===== config.mk =====
export PLATFORM = sky130hd
export DESIGN_NAME = serial_adder_ctrl
export DESIGN_NICKNAME = d
export VERILOG_FILES = /design/src/rtl/serial_adder_pkg.sv /design/src/rtl/fa_using_ha.sv /design/src/rtl/serial_adder_ctrl.sv
export SDC_FILE = /design/constraint.sdc
export NUM_CORES = 1
export LEC_CHECK = 0
export CORE_ASPECT_RATIO = 0.7
export CORE_MARGIN = 2
export CORE_UTILIZATION = 46
export CTS_CLUSTER_DIAMETER = 200
export DETAILED_ROUTE_END_ITERATION = 8
export PLACE_DENSITY = 0.74
export SYNTH_ARGS = -nofsm -noshare
export SYNTH_HDL_FRONTEND = slang
export SYNTH_HIERARCHICAL = 1
export SYNTH_SLANG_ARGS = --single-unit
export TNS_END_PERCENT = 20

===== constraint.sdc =====
create_clock -name clk -period 1.22 [get_ports clk]
set_input_delay 0.244 -clock clk [delete_from_list [all_inputs] [get_ports clk]]
set_output_delay 0.244 -clock clk [all_outputs]
set_load 0.05 [all_outputs]

===== src/rtl/serial_adder_pkg.sv =====
// Shared definitions for the bit-serial adder: FSM state encodings and default width.
package serial_adder_pkg;

    localparam int DEFAULT_WIDTH = 8;

    typedef enum logic [1:0] {
        S_IDLE = 2'd0,
        S_ADD  = 2'd1,
        S_DONE = 2'd2
    } state_t;

endpackage


===== src/rtl/fa_using_ha.sv =====
// One-bit full adder built from two half-adder stages.
// Latency: combinational. Backpressure: none.
// Carry-out merges the carries of both half-adder stages.
module fa_using_ha (
    input  logic a,
    input  logic b,
    input  logic ci,
    output logic s,
    output logic co
);

    logic ha0_s;
    logic ha0_c;
    logic ha1_c;

    assign ha0_s = a ^ b;
    assign ha0_c = a & b;
    assign s     = ha0_s ^ ci;
    assign ha1_c = ha0_s & ci;
    assign co    = ha0_c | ha1_c;

endmodule


===== src/rtl/serial_adder_ctrl.sv =====
// Bit-serial WIDTH-bit adder: one full adder, LSB first, one bit per clock.
// Latency: done pulses WIDTH+1 cycles after the cycle start is driven (WIDTH ADD cycles).
// Backpressure: start is ignored while busy; accepted in IDLE and in the DONE cycle.
module serial_adder_ctrl
    import serial_adder_pkg::*;
#(
    parameter int WIDTH = DEFAULT_WIDTH
) (
    input  logic             clk,
    input  logic             rst,
    input  logic             start,
    input  logic [WIDTH-1:0] a,
    input  logic [WIDTH-1:0] b,
    input  logic             cin,
    output logic             busy,
    output logic             done,
    output logic [WIDTH-1:0] sum,
    output logic             cout
);

    localparam int CW = $clog2(WIDTH) + 1;
    localparam logic [CW-1:0] LAST_BIT = CW'(WIDTH - 1);

    state_t           state;
    logic [WIDTH-1:0] a_sh;
    logic [WIDTH-1:0] b_sh;
    logic [WIDTH-1:0] res;
    logic [WIDTH-1:0] res_next;
    logic             carry;
    logic [CW-1:0]    cnt;
    logic             fa_s;
    logic             fa_co;
    logic             accept;

    fa_using_ha u_fa (
        .a  (a_sh[0]),
        .b  (b_sh[0]),
        .ci (carry),
        .s  (fa_s),
        .co (fa_co)
    );

    // Sum bits enter at the MSB so the LSB computed first ends up in bit 0.
    assign res_next = {fa_s, res[WIDTH-1:1]};
    assign accept   = start && (state == S_IDLE || state == S_DONE);

    always_ff @(posedge clk) begin
        if (rst) begin
            state <= S_IDLE;
            busy  <= 1'b0;
            done  <= 1'b0;
            sum   <= '0;
            cout  <= 1'b0;
            cnt   <= '0;
            carry <= 1'b0;
            a_sh  <= '0;
            b_sh  <= '0;
            res   <= '0;
        end else begin
            done <= 1'b0;
            if (accept) begin
                a_sh  <= a;
                b_sh  <= b;
                carry <= cin;
                cnt   <= '0;
                state <= S_ADD;
                busy  <= 1'b1;
            end else begin
                case (state)
                    S_ADD: begin
                        carry <= fa_co;
                        res   <= res_next;
                        a_sh  <= a_sh >> 1;
                        b_sh  <= b_sh >> 1;
                        cnt   <= cnt + CW'(1);
                        if (cnt == LAST_BIT) begin
                            state <= S_DONE;
                            busy  <= 1'b0;
                            done  <= 1'b1;
                            sum   <= res_next;
                            cout  <= fa_co;
                        end
                    end
                    S_DONE: begin
                        state <= S_IDLE;
                        busy  <= 1'b0;
                    end
                    default: begin
                        state <= S_IDLE;
                        busy  <= 1'b0;
                    end
                endcase
            end
        end
    end

endmodule


==> impl_summary.txt <==
----------------------------------------------------
[Layout]
  Layout Area Growth over Synthesis ... 41.29%
  NumNets Final ... 246
  Final cell count without fillers ... around 270
  Number of inserted filler cells in the final layout ... 283
  Final Util ... 0.6788
  Count of antenna diodes in the layout ... 0
  Share of layout cells above drive strength 1 ... 0.2277

[Logic synthesis]
  Number of cells produced by synthesis ... 183
  Synthesized Nets ... 205
  Distinct cell type count of the synthesized netlist ... 30
  Synthesized area per cell ... 9.223 sq um
  YS warnings ... 6
  Most used flip-flop cell after synthesis ... dfxtp_1
  Register bit count reported by yosys ... 40
  Number of synthesized flops with an enable pin ... 0
  Share of async-settable or async-resettable flops after synthesis ... 0
  Cell area after synthesis ... 1688 sq um
  Seq/Total Area, Yosys ... 0.4744

[Die]
  Cell Rows ... 18
  Floorplan core area ... approximately 3500 sq um
  Die Footprint ... 4178 sq um
  Count of boundary I/O pins ... 31
  Die Wd ... 76.40 um
  Starting Density ... 0.4804
  DIE HEIGHT ... 54.68 um

[STA]
  Final number of setup-violating endpoints ... 0
  Part of the cycle the worst path needs ... 0.9765
  Achievable clock frequency ... around 840 MHz
  RSZ-0062 raised after global routing ... true
  Final max-slew violation count ... 0
  Post-route setup TNS ... 0 ns
  Hold slack final ... about 0.46 ns
  Final setup margin ... 0.02872 ns
  Post-route clock skew ... 0.006007 ns
  Transition time at the pin with the least slew margin ... around 0.22 ns
  Final number of hold-violating endpoints ... 0
  Final Critical Period ... 1.191 ns
  Max transition margin ... 0.8535

[Route]
  Overall via count from detail_route ... around 1400
  1st-iter DRT viols ... 80
  Routed len/inst ... 13.30 um
  Drt pass-1 iters ... 4
  Routed via count divided by cell count ... 5.193
  Residual antenna-violating net count after detailed routing ... 0
  Post-Route WL ... 3.644 mm
  Drc violations ... 0

[Place]
  Hpwl dp ... 2.490 mm
  Final RePlAce weighted congestion ... 0.7510
  Post-place setup slack ... -0.2051 ns
  Count of input and output buffers ... 30
  Number of cells after detailed placement ... between 200 and 300

[Pwr]
  Power density over cell area ... ~1100 nW/um^2
  Part of the power in combinational logic ... 0.158
  Switching Power ... around 670 uW
  Relative contribution of sequential cells to total power ... 0.533
  Leakage ... 0.8486 nW
  Internal power ... 1.973 mW
  Switching power share of the total ... 0.2538
  Worst VDD drop ... 708.9 uV
  Clock share of power ... 0.309

[CTS]
  Skew-Pair Late Insertion Delay ... 0.29 ns
  Number of buffers inserted by hold repair at cts ... 0
  CTS Buffer Depth ... 2
  TritonCTS clock tree ... built
  H-Tree Level Count ... 2
  TritonCTS Buffers ... 5
  Register clock-pin slew on the reported worst setup and hold paths ... 0.07 ns
  Clk sink count ... 40
  Library cell used as clock root buffer ... clkbuf_8

[Flow run]
  Number of maximum-capacitance constraint violations ... 0

[Setup path]
  Cell breakdown of the critical path ... ha_4 > nand3b_1 > buf_6 > nor2_8 > mux2i_1
  Reg2reg end ... sum[0]$_SDFFE_PP0P_
  Critical path's slowest cell ... dfxtp_2
  Largest stage delay on the critical path ... about 0.36 ns
  Worst path bufs/invs ... 1
  Number of cells on the worst reg-to-reg path ... 5
  Startpoint of the most critical register-to-register path ... cnt[1]$_SDFFE_PP0N_
  CP delay by family, top ... flip-flops
  Crit path DAT ... approximately 1.4 ns
  Type of element capturing the critical path ... flop
  FF-to-FF setup slack ... 0.03 ns
  Worst Setup Path Type ... flop to flop
  Critical path peak fanout ... 5
  Worst endpoint required time ... 1.44 ns
  Startpoint type of the worst setup path ... flop

[Worst hold path]
  Hold-critical path depth ... 2
  Tightest Hold Check Type ... flop to flop
  Worst Min Path Start ... res[1]$_SDFFE_PP0P_
  Hold-critical path endpoint ... res[1]$_SDFFE_PP0P_

[GRT]
  Global-route usage over all layers ... 0.1924
  Initial antenna violation count ... 0
  Via count of the first global-routing pass ... 1398
  Overall overflow remaining after global route ... 0
  Largest net degree at the start of global routing ... 29
  Wire length of the first global-routing pass ... 6.210 mm

[Status]
  Result of the run ... completed

----------------------------------------------------
## logic make-up after synthesis
| logic type | synth area share |
|---|---|
| buf+inv | 0.05633 |
| flops | 0.4744 |
| xor+xnor | 0.01038 |
| mux | 0.06524 |
| simple gates | 0.2557 |
| fa+ha+maj | 0.01927 |
| compound gates | 0.1186 |
## timing repair
action                                  CTS  global route
pin swaps                                 1             4
cloned                                    1             0
hold endpoints to repair                  0             0
buffers inserted                          1             2
gates resized for setup                   3             9
endpoints found under the setup margin   10            24
## area by class of cell
cell class / count / area (sq um) / share of cell area
tap: 50 / 62.56 / 0.02623
multi-input combinational: 129 / 847.1 / 0.3552
clock inverter: 1 / 5.005 / 0.002099
sequential: 40 / 807.0 / 0.3384
clock buffer: 6 / 72.57 / 0.03043
timing repair buffer: 48 / 590.6 / 0.2476
## registers in the layout (all words and copies together), names as in the netlist
| register | flops |
|---|---|
| a_sh | 8 |
| res | 7 |
| cnt | 4 |
| cout | 1 |
| sum | 8 |
| state | 2 |
| done | 1 |
| b_sh | 8 |
| carry | 1 |
## cell usage after synthesis (2+ instances only)
cell	count	share of area
o22ai_1	5	0.019
nor3_1	15	0.044
a22oi_1	3	0.013
a311oi_2	2	0.018
clkbuf_1	3	0.0067
a21oi_1	12	0.036
dfxtp_1	40	0.47
buf_6	3	0.020
nor2_1	8	0.018
nand2_1	29	0.064
buf_4	2	0.0089
a311oi_1	5	0.026
nand3_1	5	0.015
nand2b_1	19	0.070
mux2i_1	11	0.065
buf_2	6	0.018
nand3b_1	2	0.0089
## per-layer routing
metal	wire [um]	track usage
met5	0	0
met1	1702	0.2348
met4	51	0.07273
met3	166	0.05941
met2	1723	0.3304
## worst register-to-register path, delay by kind of cell, from the launching register on
| family | cells | cell delay (ns) |
|---|---|---|
| DFF | 1 | 0.36 |
| and+or+nand+nor | 2 | 0.26 |
| muxes | 1 | 0.21 |
| buffers and inverters | 1 | 0.15 |
| adders and majority gates | 1 | 0.14 |
## layout by cell type (no fill, tap or decap), types with 3 or more instances in the layout
master	instances
nand2_1	28
clkbuf_8	5
nand3_1	5
o22ai_1	5
clkdlybuf4s50_1	19
mux2i_1	11
dfxtp_1	37
nor3_1	15
nor2_1	8
buf_4	13
buf_12	14
nand2b_1	18
a21oi_1	11
a311oi_1	3
a311oi_2	4
## worst max-delay path by stage
stage | cells after the start | to | startpoint
CTS | 5 | sum[0]$_SDFFE_PP0P_ | cnt[0]$_SDFFE_PP0N_
global route | 5 | sum[4]$_SDFFE_PP0P_ | cnt[1]$_SDFFE_PP0N_
floorplan | 4 | cout$_SDFFE_PP0P_ | cnt[0]$_SDFFE_PP0N_
detailed placement | 5 | a_sh[2]$_SDFFE_PP0P_ | start
finish | 5 | sum[0]$_SDFFE_PP0P_ | cnt[1]$_SDFFE_PP0N_
global placement | 5 | b_sh[7]$_SDFFE_PP0P_ | start
## through the flow
| step | power [mW] | instance area [sq um] |
|---|---|---|
| 6_report | 2.645 | 2385 |
| 5_1_grt | 2.769 | 2385 |
| 4_1_cts | 2.653 | 2321 |
| 3_5_place_dp | 1.822 | 2220 |
| 3_3_place_gp | 1.804 | 2220 |
| 2_1_floorplan | 1.662 | 1692 |
## power by group through the flow
stage,registers [mW],logic (mW),clock network [mW]
4_1_cts,1.41,0.393,0.854
3_3_place_gp,1.43,0.373,0
5_1_grt,1.42,0.457,0.896
2_1_floorplan,1.43,0.230,0
6_report,1.41,0.419,0.816
3_5_place_dp,1.43,0.388,0
Note: power is estimated with default switching activity, not from simulation.
